File: config.mk
export PLATFORM = sky130hd
export DESIGN_NAME = branch_resolve
export DESIGN_NICKNAME = d
export VERILOG_FILES = /design/src/rtl/branch_resolve.sv
export SDC_FILE = /design/constraint.sdc
export NUM_CORES = 1
export LEC_CHECK = 0
export ABC_CLOCK_PERIOD_IN_PS = 6600
export CAP_MARGIN = 20
export CORE_ASPECT_RATIO = 0.8
export CORE_MARGIN = 2
export CORE_UTILIZATION = 50
export DETAILED_ROUTE_END_ITERATION = 16
export PLACE_DENSITY = 0.82
export SLEW_MARGIN = 20
export SYNTH_ARGS = -nofsm -noshare
export SYNTH_HDL_FRONTEND = slang
export SYNTH_SLANG_ARGS = --single-unit
export TNS_END_PERCENT = 30
File: constraint.sdc
create_clock -name clk -period 6.6 [get_ports clk]
set_input_delay 0.99 -clock clk [delete_from_list [all_inputs] [get_ports clk]]
set_output_delay 0.99 -clock clk [all_outputs]
set_load 0.05 [all_outputs]
File: src/rtl/branch_resolve.sv
// rtl/branch_resolve.sv - EX-stage branch resolution against queued fetch predictions.
// Drives BTB updates, front-end redirects and a saturating mispredict counter.
module branch_resolve #(
  parameter int DEPTH = 4
) (
  input  logic        clk,
  input  logic        rst,
  input  logic        fq_push,
  input  logic        fq_pred_taken,
  input  logic [31:0] fq_pred_target,
  output logic        fq_full,
  input  logic        ex_valid,
  input  logic [31:0] ex_pc,
  input  logic        ex_taken,
  input  logic [31:0] ex_target,
  output logic        btb_update,
  output logic [31:0] btb_pc,
  output logic [31:0] btb_target,
  output logic        redirect,
  output logic [31:0] redirect_pc,
  output logic [15:0] mispredict_cnt
);

  localparam int PW = $clog2(DEPTH);
  localparam logic [PW:0] CNT_FULL = (PW+1)'(DEPTH);
  localparam logic [PW:0] CNT_ONE  = (PW+1)'(1);
  localparam logic [PW-1:0] PTR_ONE = PW'(1);

  logic [DEPTH-1:0]        mem_taken_q, mem_taken_d;
  logic [DEPTH-1:0][31:0]  mem_target_q, mem_target_d;
  logic [PW-1:0]           rd_ptr_q, rd_ptr_d, wr_ptr_q, wr_ptr_d;
  logic [PW:0]             count_q, count_d;
  logic                    btb_update_q, btb_update_d;
  logic [31:0]             btb_pc_q, btb_pc_d, btb_target_q, btb_target_d;
  logic                    redirect_q, redirect_d;
  logic [31:0]             redirect_pc_q, redirect_pc_d;
  logic [15:0]             cnt_q, cnt_d;

  logic        head_taken;
  logic [31:0] head_target;
  logic        mispredict, pop, push_ok;

  always_comb begin
    // An empty queue reads as a not-taken prediction.
    head_taken  = (count_q != '0) && mem_taken_q[rd_ptr_q];
    head_target = mem_target_q[rd_ptr_q];
    mispredict  = ex_valid && (ex_taken ? (!head_taken || (head_target != ex_target))
                                        : head_taken);
    pop         = ex_valid && (count_q != '0);
    push_ok     = fq_push && !mispredict && ((count_q < CNT_FULL) || pop);

    mem_taken_d  = mem_taken_q;
    mem_target_d = mem_target_q;
    rd_ptr_d     = rd_ptr_q;
    wr_ptr_d     = wr_ptr_q;
    count_d      = count_q;

    if (mispredict) begin
      rd_ptr_d = '0;
      wr_ptr_d = '0;
      count_d  = '0;
    end else begin
      if (push_ok) begin
        mem_taken_d[wr_ptr_q]  = fq_pred_taken;
        mem_target_d[wr_ptr_q] = fq_pred_target;
        wr_ptr_d = wr_ptr_q + PTR_ONE;
      end
      if (pop) rd_ptr_d = rd_ptr_q + PTR_ONE;
      if (push_ok && !pop)      count_d = count_q + CNT_ONE;
      else if (!push_ok && pop) count_d = count_q - CNT_ONE;
    end

    btb_update_d  = ex_valid && ex_taken;
    btb_pc_d      = btb_update_d ? ex_pc : btb_pc_q;
    btb_target_d  = btb_update_d ? ex_target : btb_target_q;
    redirect_d    = mispredict;
    redirect_pc_d = redirect_pc_q;
    if (mispredict) redirect_pc_d = ex_taken ? ex_target : (ex_pc + 32'd4);
    cnt_d = (mispredict && (cnt_q != 16'hFFFF)) ? cnt_q + 16'd1 : cnt_q;
  end

  always_ff @(posedge clk) begin
    if (!rst) begin
      mem_taken_q   <= '0;
      mem_target_q  <= '0;
      rd_ptr_q      <= '0;
      wr_ptr_q      <= '0;
      count_q       <= '0;
      btb_update_q  <= 1'b0;
      btb_pc_q      <= '0;
      btb_target_q  <= '0;
      redirect_q    <= 1'b0;
      redirect_pc_q <= '0;
      cnt_q         <= '0;
    end else begin
      mem_taken_q   <= mem_taken_d;
      mem_target_q  <= mem_target_d;
      rd_ptr_q      <= rd_ptr_d;
      wr_ptr_q      <= wr_ptr_d;
      count_q       <= count_d;
      btb_update_q  <= btb_update_d;
      btb_pc_q      <= btb_pc_d;
      btb_target_q  <= btb_target_d;
      redirect_q    <= redirect_d;
      redirect_pc_q <= redirect_pc_d;
      cnt_q         <= cnt_d;
    end
  end

  assign fq_full        = (count_q == CNT_FULL);
  assign btb_update     = btb_update_q;
  assign btb_pc         = btb_pc_q;
  assign btb_target     = btb_target_q;
  assign redirect       = redirect_q;
  assign redirect_pc    = redirect_pc_q;
  assign mispredict_cnt = cnt_q;

endmodule

==> impl_metrics.tcl, run 1 <==
set metrics [dict create \
    outcome "completed" \
    p_switching_mw 1.15 \
    worstPathRequired_ns 7.03 \
    crit_family "buffers and inverters" \
    drive_above_1_share_pct 8.22 \
    io_buffers 216 \
    rsz0062_at_grt "false" \
    syn_area_per_cell_um2 9.73 \
    overflow 0 \
    crit_path_end_kind "flop" \
    worst-path-buf-inv 3 \
    seq_area_frac_synth_pct 47.7 \
    vdd_drop_max_mv 0.227 \
    combinationalPowerShare_pct 19.8 \
    period_share_pct 66.6 \
    drv_cap 0 \
    ys_types 54 \
    finalSetupViolCount 0 \
    dieHeight_um 134 \
    worst-setup-path-type "reg2reg" \
    diodes 0 \
    crit_path_max_incr_delay_ns 0.94 \
    dr_total_vias 9580 \
    cts_resized 0 \
    fp-row-count 47 \
    final_core_util_pct 66.4 \
    pre_cts_ws_ns 2.18 \
    fmaxAchievable_mhz 228 \
    ys_seq_elements 253 \
    antenna_found_initial 1 \
    fin_ws_ns 2.21 \
    dieArea_um2 22400 \
    slew_violations 0 \
    cts_hold_buf 0 \
    clkPwrFrac_pct 36.9 \
    critical-path-slowest-cell "dfxtp_2" \
    numCtsBuffers 25 \
    hold_violations 0 \
    power.leakage_nw 4.87 \
    ant_nets 0 \
    syn_inst 1092 \
    grt_pass1_vias 8777 \
    rrSetupSlack_ns 2.21 \
    drt_wl_total_um 33700 \
    synthesis.nets 1202 \
    finClkSkew_ns 0.0104 \
    clock-root-buffer "clkbuf_16" \
    startpoint_type "flop" \
    final_cells 1559 \
    synth_edf_count 0 \
    gp_congestion 0.947 \
    start_util_pct 51.2 \
    drc 0 \
    tightestPinTransition_ns 1.04 \
    cp_data_arrival_time_ns 4.82 \
    routedWlPerCell_um 21.6 \
    track_usage_pct 29.0 \
    grt_pass1_wl_um 51400 \
    hpwl_um 22500 \
    dp_cells 1514 \
    async_flop_share_pct 0 \
    drt_pass1_iterations 5 \
    pwr-share-seq_pct 43.3 \
    die_w_um 167 \
    period_needed_ns 4.39 \
    critPathMostFrequentCell "buf_4" \
    cts_tree "done" \
    clock_path_buffers 3 \
    clk_pin_slew_worst_paths_ns 0.07 \
    cts_max_level 1 \
    fin_setup_tns_ns 0 \
    slew_headroom_pct 30.4 \
    syn_area_um2 10600 \
    io_pins 217 \
    powerDensity_nw_per_um2 284 \
    core_area_um2 20800 \
    switching_share_pct 29.5 \
    yosysWarnings 0 \
    critical_path.max_fanout 65 \
    crit_chain "buf_4, mux4_2, xnor2_1, nand4_1, nor4_2, a31o_2, buf_4, a31oi_2, buf_4, a22o_1" \
    clock_sinks 253 \
    hp-class "reg2reg" \
    clock_latency_ns 0.54 \
    post_cts_buffers 0 \
    synth_ff_type "dfxtp_1" \
    internal_power_mw 2.76 \
    grt_max_degree 66 \
    drt-initial-drc-count 1168 \
    nets 1383 \
    area.growth.synth_to_final_pct 29.7 \
    vias_per_cell 6.14 \
]
==> worst paths after layout <==
path | end | from | cells past startpoint
max reg2reg | mem_target_q[113] | rd_ptr_q[0] | 10
min reg2reg | redirect_pc[17] | redirect_pc[17] | 2
max | mem_target_q[113] | rd_ptr_q[0] | 10
min | redirect_pc[17] | redirect_pc[17] | 2
==> Yosys cell counts, types with 3 or more instances <==
master | n | area share, %
a22o_1 | 132 | 11
o21ai_0 | 16 | 0.75
nor4_1 | 5 | 0.29
xnor2_1 | 48 | 4.0
o31ai_1 | 16 | 1.1
clkbuf_1 | 38 | 1.3
nor2_1 | 37 | 1.3
and4_1 | 6 | 0.49
buf_4 | 7 | 0.49
a211oi_1 | 5 | 0.35
mux2i_1 | 15 | 1.4
buf_2 | 28 | 1.3
or3_1 | 3 | 0.18
buf_1 | 3 | 0.11
nand4_1 | 17 | 1.0
a21oi_1 | 100 | 4.7
or4_1 | 7 | 0.49
nand2_1 | 185 | 6.5
mux4_2 | 28 | 5.9
a31oi_2 | 3 | 0.35
mux2_2 | 4 | 0.42
nand3_1 | 35 | 1.6
and2_1 | 3 | 0.18
o211ai_1 | 16 | 1.1
xor2_1 | 11 | 0.91
nand2b_1 | 6 | 0.35
dfxtp_1 | 253 | 48
and3_1 | 4 | 0.24
inv_1 | 15 | 0.53
ha_1 | 7 | 0.82
nor3_1 | 5 | 0.24
==> flip-flops by register name, summed over array words and instances (netlist names) <==
register,count
wr_ptr_q,2
mem_target_q,128
btb_update,1
mem_taken_q,4
rd_ptr_q,2
redirect,1
count_q,3
btb_pc,32
btb_target,32
redirect_pc,32
mispredict_cnt,16
==> power by group through the flow <==
stage	registers (mW)	clock network (mW)	logic [mW]
3_5_place_dp	1.73	0	0.763
2_1_floorplan	1.82	0	0.397
5_1_grt	1.71	1.52	0.819
4_1_cts	1.70	1.45	0.766
3_3_place_gp	1.72	0	0.752
6_report	1.70	1.44	0.776
==> cell type report <==
| class | count | area [um^2] |
|---|---|---|
| inverters | 17 | 65.1 |
| well taps | 269 | 337 |
| clock inverters | 10 | 126 |
| clock buffers | 34 | 699 |
| repair buffers | 232 | 2300 |
| multi-input cells | 744 | 5180 |
| fillers | 1604 | 6980 |
| flip-flops and latches | 253 | 5070 |
==> routing by layer <==
metal  GRT usage (%)  wire [um]  vias up
li1                -          -     4346
met1            41.5      14400     4636
met2            44.0      14900      520
met3            5.64       3290       78
met4            10.1       1150        0
met5               0          0        -
==> stage by stage <==
stage	power [mW]	hold slack [ns]	area (um^2)
final	3.92	0.450	13800
after global routing	4.04	0.466	13800
after CTS	3.91	0.451	13700
after detailed placement	2.49	0.444	12900
after global placement	2.48	0.438	12900
after floorplan	2.21	0.437	10600
==> worst min-delay path, delay by kind of cell (launching register included) <==
family / cells / cell delay (ns)
AO/OA/AOI/OAI: 1 / 0.05
AND/OR/NAND/NOR: 1 / 0.05
flip-flops: 1 / 0.31
==> cells in the final DEF (no fill, tap or decap), drive strengths merged, types with 16 or more instances in the layout <==
master	count
nand4	17
mux4	28
buf	16
nand2	186
o21ai	16
clkbuf	34
clkdlybuf4s50	216
a21oi	100
dfxtp	253
xnor2	48
nor2	39
nand3	35
o211ai	16
a22o	132
o31ai	16
==> cell families after synthesis <==
| family | count (synthesis) | synth area share [%] |
|---|---|---|
| buf+inv | 95 | 4.08 |
| compound gates | 308 | 20.9 |
| simple gates | 322 | 13.7 |
| flops | 253 | 47.7 |
| mux | 47 | 7.77 |
| xor+xnor | 59 | 4.87 |
| fa+ha+maj | 8 | 1.01 |
No activity file was read; power rests on OpenSTA's default activity.
==> run 2, diff against run 1 <==
--- a/config.mk
+++ b/config.mk
@@ -5,13 +5,13 @@
 export SDC_FILE = /design/constraint.sdc
 export NUM_CORES = 1
 export LEC_CHECK = 0
-export ABC_CLOCK_PERIOD_IN_PS = 6600
+export ABC_CLOCK_PERIOD_IN_PS = 3900
 export CAP_MARGIN = 20
 export CORE_ASPECT_RATIO = 0.8
 export CORE_MARGIN = 2
-export CORE_UTILIZATION = 50
+export CORE_UTILIZATION = 46
 export DETAILED_ROUTE_END_ITERATION = 16
-export PLACE_DENSITY = 0.82
+export PLACE_DENSITY = 0.8
 export SLEW_MARGIN = 20
 export SYNTH_ARGS = -nofsm -noshare
 export SYNTH_HDL_FRONTEND = slang
==> constraint.sdc (replaced) <==
create_clock -name clk -period 3.9 [get_ports clk]
set_input_delay 0.585 -clock clk [delete_from_list [all_inputs] [get_ports clk]]
set_output_delay 0.585 -clock clk [all_outputs]
set_load 0.05 [all_outputs]
==> run 2 against run 1 <==
Design area increased by 2.8%. Largest power group unchanged. Critical path type unchanged. Register-to-register slack got worse by 1.9 ns. Combinational power increased by 80%. Core utilization decreased by 3.6 points. Wire length increased by 2.7%. Die area increased by 8.5%. Global-route usage decreased by 1.3 points. Critical endpoint is now count_q[2]. Power increased by 76%. Non-clock buffer count increased by 25.
==> impl_metrics.tcl, run 2 (synthesized netlist as in run 1, its figures left out) <==
set metrics [dict create \
    outcome "completed" \
    regMostFlops "mem_target_q" \
    worst-setup-path-type "reg2reg" \
    vdd_drop_max_mv 0.278 \
    start_util_pct 47.1 \
    clock_path_buffers 3 \
    track_usage_pct 27.7 \
    placed_area_um2 13200 \
    critPathMostFrequentCell "nor2_1" \
    ant_nets 0 \
    cts_max_level 1 \
    period_needed_ns 3.59 \
    worstPathRequired_ns 4.33 \
    worst-path-buf-inv 3 \
    critical_path.max_fanout 23 \
    numCtsBuffers 25 \
    drv_cap 0 \
    clock-root-buffer "clkbuf_16" \
    antenna_found_initial 1 \
    grt_pass1_vias 8944 \
    area.growth.synth_to_final_pct 33.3 \
    clk_pin_slew_worst_paths_ns 0.07 \
    startpoint_type "flop" \
    crit_path_end_kind "flop" \
    cts_hold_buf 0 \
    final_common_cell "dfxtp_1" \
    hp-class "reg2reg" \
    dr_total_vias 9638 \
    crit_family "compound AO/OA/AOI/OAI gates" \
    routedWlPerCell_um 21.3 \
    cts_resized 0 \
    vias_per_cell 5.93 \
    n_fill_cell 1864 \
    drt_wl_total_um 34600 \
    crit_chain "buf_12, buf_4, mux2_2, a222oi_1, o2bb2ai_1, o2111a_1, a31o_2, and2_1, ha_1, inv_1, fa_1, xor2_1, nor2_1, xnor2_1, nor2_1" \
    critical-path-slowest-cell "dfxtp_2" \
    finalSetupViolCount 0 \
    io_pins 217 \
    rsz0062_at_grt "false" \
    die_w_um 174 \
    io_buffers 216 \
    core_area_um2 22600 \
    final_cell_mix "252 x dfxtp_1, 216 x clkdlybuf4s50_1, 184 x nand2_1, 132 x a22o_1, 100 x a21oi_1" \
    crit_path_max_incr_delay_ns 0.41 \
    slew_headroom_pct 48.7 \
    nets 1408 \
    clock_sinks 253 \
    fmaxAchievable_mhz 279 \
    fin_setup_tns_ns 0 \
    finClkSkew_ns 0.0208 \
    period_share_pct 91.9 \
    overflow 0 \
    drive_above_1_share_pct 10.3 \
    fp-row-count 49 \
    design_area_um2 14200 \
    dieHeight_um 140 \
    hold_violations 0 \
    cts_tree "done" \
    gp_congestion 0.962 \
    drc 0 \
    power.leakage_nw 5.07 \
    slew_violations 0 \
    clock_latency_ns 0.54 \
    post_cts_buffers 0 \
    grt_max_degree 68 \
    cp_data_arrival_time_ns 4.02 \
    drt_pass1_iterations 5 \
    grt_pass1_wl_um 53000 \
    powerDensity_nw_per_um2 488 \
    drt-initial-drc-count 976 \
    largest_register_ffs 128 \
    dieArea_um2 24300 \
    hpwl_um 23900 \
    tightestPinTransition_ns 0.769 \
]
-- run 2: cell types whose count changed in the layout (fill, tap and decap cells not counted), moves of 3 or more --
cell / previous run / this run
buf_12: 0 / 7
buf_4: 15 / 33
bufinv_16: 2 / 5
clkbuf_1: 5 / 2
clkbuf_8: 4 / 7
nor2_2: 0 / 4
nor2_4: 5 / 1
-- run 2: metrics by stage --
step	hold WS [ns]	setup WS, ns	utilization [%]	std cells	power (mW)
3_3_place_gp	0.438	0.361	58.6	1577	4.24
3_5_place_dp	0.444	0.233	58.6	1577	4.27
2_1_floorplan	0.437	0.280	-	1092	3.75
5_1_grt	0.467	0.0936	62.8	1624	7.14
4_1_cts	0.451	0.265	62.7	1623	6.93
6_report	0.452	0.315	62.8	1624	6.91
-- run 2: worst min-delay path, delay by kind of cell (launching register included) --
| family | cells | cell delay, ns |
|---|---|---|
| flip-flops | 1 | 0.31 |
| AND/OR/NAND/NOR | 1 | 0.05 |
| AO/OA/AOI/OAI | 1 | 0.05 |
-- run 2: area by class of cell --
type	instances	area [um^2]	area share, %
Timing Repair Buffer	257	2560	18.1
Antenna cell	1	2.50	0.0177
Sequential cell	253	5070	35.8
Clock buffer	34	729	5.15
Tap cell	306	383	2.70
Clock inverter	12	193	1.36
Multi-Input combinational cell	744	5160	36.4
Inverter	17	65.1	0.459
-- run 2: path summary, 6_finish.rpt --
check,startpoint,end,slack [ns],depth (start not counted)
max,rd_ptr_q[0],count_q[2],0.31,15
max reg2reg,rd_ptr_q[0],count_q[2],0.31,15
min,redirect_pc[2],redirect_pc[2],0.45,2
min reg2reg,redirect_pc[2],redirect_pc[2],0.45,2
-- run 2: per-layer routing --
metal / global-route usage (%) / up-vias / routed length, um
li1: - / 4388 / -
met1: 38.1 / 4633 / 14300
met2: 41.9 / 533 / 15300
met3: 7.08 / 84 / 3590
met4: 10.9 / 0 / 1430
met5: 0 / - / 0
-- run 2: power breakdown --
| group | internal (mW) | switching [mW] | leakage [nW] |
|---|---|---|---|
| Sequential | 2.73 | 0.103 | 2.06 |
| Combinational | 0.581 | 0.816 | 2.55 |
| Clock | 1.64 | 1.04 | 0.460 |
